$ cat src/rtl/mem_stage.sv
// mem_stage: memory-access stage between EXE and WB.
//
// Takes one instruction per EXE handshake, runs an aligned byte/half/word
// load or store on a variable-latency request/ack data-memory port, flags
// misaligned addresses (no access is issued for them) and hands a registered
// result plus exception flags to WB. A cancel from WB flushes the stage. An
// access that has already been issued is still completed before the stage
// accepts anything new.
//
// Ports:
//   clk, reset                 clock, synchronous active-high reset
//   exe_*                      instruction fields from EXE (exe_valid qualifies)
//   mem_allowin                MEM can accept an instruction this cycle
//   dm_req/wr/addr/wstrb/wdata data-memory request, held stable until dm_ack
//   dm_ack, dm_rdata           access complete / load word
//   wb_allowin, cancel         WB back-pressure and flush
//   mem_wb_*                   registered fields and exception flags for WB
//   mem_wdest                  destination of the instruction in MEM (0 if none)
module mem_stage #(
  parameter logic [31:0] EXC_NONE_PC = 32'h0000_0000
) (
  input  logic        clk,
  input  logic        reset,
  input  logic        exe_valid,
  output logic        mem_allowin,
  input  logic [31:0] exe_pc,
  input  logic [31:0] exe_result,
  input  logic [31:0] exe_store_data,
  input  logic [3:0]  exe_mem_op,
  input  logic        exe_load_unsigned,
  input  logic        exe_wen,
  input  logic [4:0]  exe_wdest,
  input  logic        exe_overflow,
  output logic        dm_req,
  output logic        dm_wr,
  output logic [31:0] dm_addr,
  output logic [3:0]  dm_wstrb,
  output logic [31:0] dm_wdata,
  input  logic        dm_ack,
  input  logic [31:0] dm_rdata,
  input  logic        wb_allowin,
  input  logic        cancel,
  output logic        mem_wb_valid,
  output logic [31:0] mem_wb_pc,
  output logic [31:0] mem_wb_result,
  output logic        mem_wb_wen,
  output logic [4:0]  mem_wb_wdest,
  output logic        mem_wb_raddr_error,
  output logic        mem_wb_waddr_error,
  output logic        mem_wb_overflow,
  output logic [4:0]  mem_wdest
);

  typedef enum logic [1:0] {IDLE, REQ, DONE, DRAIN} state_t;

  state_t      state_reg, state_next;

  // Stage register
  logic        valid_reg;
  logic [31:0] pc_reg;
  logic [31:0] addr_reg;
  logic [31:0] store_data_reg;
  logic [3:0]  mem_op_reg;
  logic        load_unsigned_reg;
  logic        wen_reg;
  logic [4:0]  wdest_reg;
  logic        overflow_reg;
  logic [31:0] load_data_reg;

  // MEM->WB register
  logic        wb_valid_reg;
  logic [31:0] wb_pc_reg;
  logic [31:0] wb_result_reg;
  logic        wb_wen_reg;
  logic [4:0]  wb_wdest_reg;
  logic        wb_raddr_error_reg;
  logic        wb_waddr_error_reg;
  logic        wb_overflow_reg;

  // size: 0=byte, 1=half, 2/3=word
  function automatic logic misaligned(input logic [1:0] size, input logic [1:0] a);
    case (size)
      2'd0:    misaligned = 1'b0;
      2'd1:    misaligned = a[0];
      default: misaligned = (a != 2'b00);
    endcase
  endfunction

  logic        is_mem, is_store;
  logic [1:0]  size;
  logic        addr_error, raddr_error, waddr_error;
  logic        mem_go, ready_go, leave, capture, in_mem_go;
  logic [31:0] rdata_shift, load_extract;

  assign is_mem      = mem_op_reg[3];
  assign is_store    = mem_op_reg[2];
  assign size        = mem_op_reg[1:0];
  assign addr_error  = is_mem && misaligned(size, addr_reg[1:0]);
  assign raddr_error = addr_error && !is_store;
  assign waddr_error = addr_error && is_store;
  assign mem_go      = is_mem && !addr_error && !overflow_reg;
  assign ready_go    = valid_reg && (state_reg == DONE || !mem_go);
  assign leave       = ready_go && wb_allowin;

  // An issued access blocks the stage until its ack, even after a cancel.
  assign mem_allowin = (!valid_reg || leave) && (state_reg != REQ) && (state_reg != DRAIN);
  assign capture     = exe_valid && mem_allowin && !cancel;

  // The request starts in the cycle right after capture, so the go decision
  // for the incoming instruction is evaluated on the EXE fields.
  assign in_mem_go = exe_mem_op[3] && !misaligned(exe_mem_op[1:0], exe_result[1:0])
                     && !exe_overflow;

  always_comb begin
    state_next = state_reg;
    case (state_reg)
      IDLE: if (capture && in_mem_go) state_next = REQ;
      REQ: begin
        if (dm_ack)      state_next = cancel ? IDLE : DONE;
        else if (cancel) state_next = DRAIN;
      end
      DONE: begin
        if (cancel)       state_next = IDLE;
        else if (capture) state_next = in_mem_go ? REQ : IDLE;
        else if (leave)   state_next = IDLE;
      end
      DRAIN: if (dm_ack) state_next = IDLE;
      default: state_next = IDLE;
    endcase
  end

  // Memory request: driven purely from the stage register so it stays stable.
  assign dm_req  = (state_reg == REQ) || (state_reg == DRAIN);
  assign dm_wr   = is_store;
  assign dm_addr = {addr_reg[31:2], 2'b00};

  always_comb begin
    dm_wstrb = 4'b0000;
    dm_wdata = store_data_reg;
    case (size)
      2'd0: begin
        dm_wstrb = 4'b0001 << addr_reg[1:0];
        dm_wdata = {4{store_data_reg[7:0]}};
      end
      2'd1: begin
        dm_wstrb = 4'b0011 << addr_reg[1:0];
        dm_wdata = {2{store_data_reg[15:0]}};
      end
      default: dm_wstrb = 4'b1111;
    endcase
    if (!is_store) dm_wstrb = 4'b0000;
  end

  // Load alignment: bring the addressed byte/half down to bit 0, then extend.
  assign rdata_shift = dm_rdata >> {addr_reg[1:0], 3'b000};

  always_comb begin
    load_extract = dm_rdata;
    case (size)
      2'd0: load_extract = load_unsigned_reg ? {24'b0, rdata_shift[7:0]}
                                             : {{24{rdata_shift[7]}}, rdata_shift[7:0]};
      2'd1: load_extract = load_unsigned_reg ? {16'b0, rdata_shift[15:0]}
                                             : {{16{rdata_shift[15]}}, rdata_shift[15:0]};
      default: load_extract = dm_rdata;
    endcase
  end

  always_ff @(posedge clk) begin
    if (reset) begin
      state_reg         <= IDLE;
      valid_reg         <= 1'b0;
      pc_reg            <= 32'b0;
      addr_reg          <= 32'b0;
      store_data_reg    <= 32'b0;
      mem_op_reg        <= 4'b0;
      load_unsigned_reg <= 1'b0;
      wen_reg           <= 1'b0;
      wdest_reg         <= 5'b0;
      overflow_reg      <= 1'b0;
      load_data_reg     <= 32'b0;
    end else begin
      state_reg <= state_next;
      if (cancel)       valid_reg <= 1'b0;
      else if (capture) valid_reg <= 1'b1;
      else if (leave)   valid_reg <= 1'b0;
      if (capture) begin
        pc_reg            <= exe_pc;
        addr_reg          <= exe_result;
        store_data_reg    <= exe_store_data;
        mem_op_reg        <= exe_mem_op;
        load_unsigned_reg <= exe_load_unsigned;
        wen_reg           <= exe_wen;
        wdest_reg         <= exe_wdest;
        overflow_reg      <= exe_overflow;
      end
      if (state_reg == REQ && dm_ack && !is_store) load_data_reg <= load_extract;
    end
  end

  always_ff @(posedge clk) begin
    if (reset) begin
      wb_valid_reg       <= 1'b0;
      wb_pc_reg          <= 32'b0;
      wb_result_reg      <= 32'b0;
      wb_wen_reg         <= 1'b0;
      wb_wdest_reg       <= 5'b0;
      wb_raddr_error_reg <= 1'b0;
      wb_waddr_error_reg <= 1'b0;
      wb_overflow_reg    <= 1'b0;
    end else if (cancel) begin
      wb_valid_reg <= 1'b0;
    end else if (leave) begin
      wb_valid_reg       <= 1'b1;
      wb_pc_reg          <= pc_reg;
      wb_result_reg      <= (mem_go && !is_store) ? load_data_reg : addr_reg;
      wb_wen_reg         <= wen_reg && !raddr_error && !overflow_reg;
      wb_wdest_reg       <= wdest_reg;
      wb_raddr_error_reg <= raddr_error;
      wb_waddr_error_reg <= waddr_error;
      wb_overflow_reg    <= overflow_reg;
    end else if (wb_allowin) begin
      wb_valid_reg <= 1'b0;
    end
  end

  assign mem_wb_valid       = wb_valid_reg;
  assign mem_wb_pc          = wb_valid_reg ? wb_pc_reg : EXC_NONE_PC;
  assign mem_wb_result      = wb_result_reg;
  assign mem_wb_wen         = wb_wen_reg;
  assign mem_wb_wdest       = wb_wdest_reg;
  assign mem_wb_raddr_error = wb_raddr_error_reg;
  assign mem_wb_waddr_error = wb_waddr_error_reg;
  assign mem_wb_overflow    = wb_overflow_reg;
  assign mem_wdest          = valid_reg ? wdest_reg : 5'd0;

endmodule
$ cat config.mk
export PLATFORM = sky130hd
export DESIGN_NAME = mem_stage
export DESIGN_NICKNAME = d
export VERILOG_FILES = /design/src/rtl/mem_stage.sv
export SDC_FILE = /design/constraint.sdc
export NUM_CORES = 1
export LEC_CHECK = 0
export CORE_ASPECT_RATIO = 2
export CORE_MARGIN = 2
export CORE_UTILIZATION = 41
export CTS_CLUSTER_SIZE = 16
export DETAILED_ROUTE_END_ITERATION = 16
export HOLD_SLACK_MARGIN = 0.08
export PLACE_DENSITY = 0.73
export SLEW_MARGIN = 5
export SYNTH_ARGS = -nofsm -noshare
export SYNTH_HDL_FRONTEND = slang
export SYNTH_SLANG_ARGS = --single-unit
export TNS_END_PERCENT = 5
$ cat constraint.sdc
create_clock -name clk -period 2.3 [get_ports clk]
set_input_delay 0.23 -clock clk [delete_from_list [all_inputs] [get_ports clk]]
set_output_delay 0.23 -clock clk [all_outputs]
set_load 0.005 [all_outputs]
Word level (Yosys, flattened, before mapping)
Cells that the tools add are included.

cells by class
  shift-type cells = 3
  reductions and logical operators = 41
  mux-type cells = 25
  equal/unequal tests = 11
  bitwise gates (word level) = 1

operators with widths
  operator             number
  $mux 32              4
  $pmux 32 s2          2
  $shr 32x5->16        1
  $logic_and 1x1->1    19
  $mux 2               8
  $logic_not 1->1      9
  $pmux 2 s4           1
  $pmux 4 s2           1
  $reduce_bool 2->1    4
  $eq 2x1->1 const B   3
  $logic_not 2->1      3
  $ne 2x2->1 const B   3
  $mux 1               5
  $mux 5               1
  $eq 2x2->1 const B   2
  $mux 4               1
  $ne 4x4->1 const B   1
  $pmux 1 s2           2
  $reduce_and 4->1     1
  $shl 1x2->4 const A  1
  $shl 2x2->4 const A  1
  $logic_or 1x1->1     3
  $ne 3x3->1 const B   1
  $ne 2x1->1 const B   1
  3 further kinds      3

word-level totals
  logic and storage cells = 100
  bits in registers = 217
  bits of input ports = 146

Logic depth before layout (Yosys ltp)
  word-level depth = 18
  mapped depth = 7

Least setup slack after synthesis
Ideal clock, no wire load.

  path kind = register to output
  start = reg mem_op_reg[0]
  end = out mem_allowin
  cell stages (with the launch flop) = 8
  arrival time = 1,529 ps
  path buffers = 3
  path slack = 541 ps
  required time = 2,070 ps
  cells stage by stage = dfxtp_1 -> buf_6 -> o21a_4 -> o41a_1 -> buf_2 -> buf_2 -> nor2_1 -> nor2_1

between the ends
  word-level cells in the longest chain between the ends = 13
  elaborated cells between the ends (all ways) = 14

ends and longest elaborated chain
  what                                                  RTL line  source
  start, declared                                       63        logic [3:0] mem_op_reg;
  start signal, assigned                                190       mem_op_reg <= exe_mem_op;
  $eq 2x1->1 / $logic_not 2->1 (equally long branches)  82        case (size)
  $pmux 1 s2 *                                          82
  $logic_and 1x1->1 *                                   98        assign addr_error = is_mem && misaligned(size, addr_reg[1:0]);
  $logic_not 1->1 *                                     101       assign mem_go = is_mem && !addr_error && !overflow_reg;
  $logic_and 1x1->1 * (2 in series)                     101
  $logic_not 1->1 *                                     102       assign ready_go = valid_reg && (state_reg == DONE || !mem_go);
  $logic_or 1x1->1 *                                    102
  $logic_and 1x1->1 *                                   102
  $logic_and 1x1->1 *                                   103       assign leave = ready_go && wb_allowin;
  $logic_or 1x1->1 *                                    106       assign mem_allowin = (!valid_reg || leave) && (state_reg != REQ) && (state_reg != DRAIN);
  $logic_and 1x1->1 * (2 in series)                     106
  end, declared                                         25        output logic mem_allowin,

Every way passes the cells marked *; elsewhere a longest branch is shown, timed or not.

Final worst setup path
  start = reg mem_op_reg[0]
  end = out dm_wdata[12]

between the ends
  word-level cells in the longest chain between the ends = 2
  elaborated cells between the ends (all ways) = 3

ends and longest elaborated chain
  what                                                  RTL line  source
  $eq 2x1->1 / $logic_not 2->1 (equally long branches)  140       case (size)
  $pmux 32 s2 *                                         140
  end, declared                                         38        output logic [31:0] dm_wdata,

Marks and branches as above.

==> results.py <==
metrics = {
    "grt": {
        "gr-usage-met2": 0.338,
        "gr-usage-all-layers": 0.212,
        "antenna_found_initial": 1,
        "grt_overflow": 0,
        "grt_max_degree": 122,
        "grt_first_pass_wirelength_um": 49000,
        "globalRouteMet3Util": 0.0481,
        "top_usage_layer": "met2",
        "grt_pass1_vias": 8968,
        "grt_use_met1": 0.282,
    },
    "die": {
        "start_util": 0.414,
        "rows": 85,
        "core_area_mm2": 0.0267,
        "die_h_um": 236,
        "dieArea_mm2": 0.0284,
        "die_w_um": 120,
        "ios": 296,
    },
    "timing": {
        "hold_viol_final": 0,
        "fmax_mhz": 443,
        "setup_tns_ns": 0,
        "grt_setup_unrepaired": "yes",
        "fin_ws_ns": 0.0445,
        "setup_violations": 0,
        "finalMaxSlewViolations": 0,
        "finClkSkew_ns": 0.0223,
        "period_minus_slack_ns": 2.26,
        "worst_slew_pin_slew_ns": 0.725,
        "max_slew_margin": 0.517,
        "finalCritPeriodShare": 0.981,
    },
    "clock_network": {
        "clk_pin_slew_ns": 0.07,
        "clock-sinks": 217,
        "htreeDepth": 1,
        "cts_root_buffer": "clkbuf_16",
        "clock_latency_ns": 0.52,
        "hold_buffers": 0,
        "postCtsSetupBuffers": 0,
        "cts_tree": "yes",
        "clockBufferDepth": 3,
        "cts_buffers": 21,
    },
    "synthesis": {
        "seq_area_frac_synth": 0.393,
        "synthDistinctLibCells": 53,
        "synth_seq_cells": 217,
        "synth-main-ff-cell": "dfxtp_1",
        "ys_warn_count": 0,
        "synth-edff-count": 0,
        "synthCells": 1190,
        "syn_area_mm2": 0.0111,
        "avgSynthCellArea_um2": 9.29,
        "synth-async-reset-ratio": 0,
    },
    "setup_path": {
        "path_delay_family": "buffers and inverters",
        "r2r_start": "valid_reg$_SDFFE_PP0P_",
        "cp_max_fo": 12,
        "crit_required_ns": 2.07,
        "setup.worst_path.class": "register to output port",
        "crit_buf_inv": 2,
        "reg2reg_slack_ns": 0.17,
        "cp_slowest_cell": "clkdlybuf4s50_1",
        "start_kind": "register",
        "end_kind": "output port",
        "arrival_ns": 2.03,
        "cp_cell_sequence": "or2_4 -> buf_6 -> mux2_2 -> clkdlybuf4s50_1",
        "r2r_cells": 6,
        "critPathMaxStageDelay_ns": 0.50,
        "r2r_end": "store_data_reg[30]$_SDFFE_PP0P_",
    },
    "route": {
        "viasPerCell": 5.23,
        "drtPass1Iterations": 6,
        "wl_um": 31400,
        "drc": 0,
        "wl_per_cell_um": 17.9,
        "drt_iter0_drc": 665,
        "detail-route-antenna-nets": 0,
        "vias": 9170,
    },
    "placement": {
        "dp_hpwl_um": 21900,
        "io_buffers": 293,
        "gp_congestion": 0.866,
        "preCtsSetupSlack_ns": 0.0634,
    },
    "pwr": {
        "vdd_drop_max_v": 0.000446,
        "p_per_area_mw_per_mm2": 610,
        "p_total_mw": 9.01,
        "leakage_nw": 5.02,
    },
    "worst_hold_path": {
        "hold_class": "input pin to register",
        "min_from": "exe_store_data[2]",
        "hold_end": "store_data_reg[2]$_SDFFE_PP0P_",
        "hold_depth": 3,
    },
    "run": {
        "drv_cap": 0,
    },
    "cells_and_area": {
        "final_cell_mix": "clkdlybuf4s50_1, nand2b_1, dfxtp_1, mux2i_1, a21oi_1",
        "insertedDiodeCount": 0,
        "syn_to_final_growth_pct": 33.7,
        "nNetsFinal": 1537,
        "drive_gt1_frac": 0.0946,
        "layout_commonest_cell": "clkdlybuf4s50_1",
        "n_fill_cell": 2323,
    },
    "status": {
        "status": "finished, final reports clean",
    },
}
-- through the flow --
| step | util | hold slack, ns | instances | area (um2) |
|---|---|---|---|---|
| finish | 0.554 | 0.278 | 1754 | 14800 |
| global route | 0.554 | 0.283 | 1754 | 14800 |
| CTS | 0.552 | 0.266 | 1754 | 14700 |
| detailed placement | 0.522 | 0.455 | 1716 | 13900 |
| global placement | 0.522 | 0.449 | 1716 | 13900 |
| floorplan | - | 0.385 | 1191 | 11100 |
-- cells in the mapped netlist, drive strengths merged, types with 2 or more instances --
library cell / n / share of area
a222oi: 7 / 0.0063
o31ai: 3 / 0.0020
clkbuf: 69 / 0.023
o21a: 3 / 0.0027
mux2i: 159 / 0.14
nand2b: 234 / 0.13
a311oi: 17 / 0.013
and2: 39 / 0.022
o41ai: 2 / 0.0033
a211oi: 41 / 0.041
nor2: 45 / 0.016
mux2: 16 / 0.016
nand2: 35 / 0.012
a22o: 7 / 0.0055
nand3: 39 / 0.018
buf: 78 / 0.056
o21ai: 51 / 0.023
o211ai: 4 / 0.0032
a21boi: 2 / 0.0014
inv: 6 / 0.0020
nand3b: 2 / 0.0014
a21oi: 80 / 0.036
and3: 2 / 0.0011
dfxtp: 217 / 0.39
nor3: 2 / 0.00091
nor2b: 8 / 0.0045
o32ai: 7 / 0.0055
-- per-layer routing --
| layer | vias up | part of all wire | routed length [um] |
|---|---|---|---|
| li1 | 4461 | - | - |
| met1 | 4304 | 0.44 | 13900 |
| met2 | 351 | 0.46 | 14400 |
| met3 | 52 | 0.072 | 2270 |
| met4 | 2 | 0.026 | 801 |
| met5 | - | 0.00038 | 12 |
-- area by class of cell --
class	count	area, um2	area share
multi-input cells	821	5880	0.398
flip-flops and latches	217	4360	0.295
repair buffers	324	3340	0.226
clock buffers	27	558	0.0377
well taps	348	435	0.0295
clock inverters	11	191	0.0129
inverters	6	22.5	0.00152
-- worst reg2reg max path: stages, from the launching register on --
cell and delay, ns:
dfxtp_1 0.55, inv_1 0.16, a2111oi_0 0.42, buf_4 0.21, a211oi_4 0.04, buf_4 0.36, mux2i_1 0.25
-- cells by family (layout without fill, tap and decap cells) --
group	after synthesis	in the layout	synth area share
buffers and inverters	153	368	0.0819
other	1	2	0.000339
AOI/OAI and AO/OA	229	229	0.148
DFF	217	217	0.393
muxes	176	176	0.162
and+or+nand+nor	414	414	0.215
-- worst max-delay path by stage --
stage,depth (start not counted),to,slack (ns),startpoint
after global routing,4,dm_wstrb[2],-0.04,addr_reg[1]$_SDFFE_PP0P_
after detailed placement,6,store_data_reg[17]$_SDFFE_PP0P_,0.06,cancel
final,4,dm_wdata[12],0.04,mem_op_reg[0]$_SDFFE_PP0P_
after floorplan,7,mem_allowin,0.54,mem_op_reg[0]$_SDFFE_PP0P_
after CTS,4,dm_wdata[13],-0.01,mem_op_reg[1]$_SDFFE_PP0P_
after global placement,6,addr_reg[3]$_SDFFE_PP0P_,0.08,cancel
-- timing repair --
item / in CTS / in global routing
hold endpoints to repair: 0 / 0
endpoints found under the setup margin: 26 / 26
resized for setup: 19 / 14
pin swaps: 0 / 1
-- where the power goes --
part,leakage (nW),switching [mW],internal (mW)
logic,2.89,0.539,0.683
registers,1.77,0.102,3.88
clock network,0.368,1.52,2.30
No activity file was read; power rests on OpenSTA's default activity.
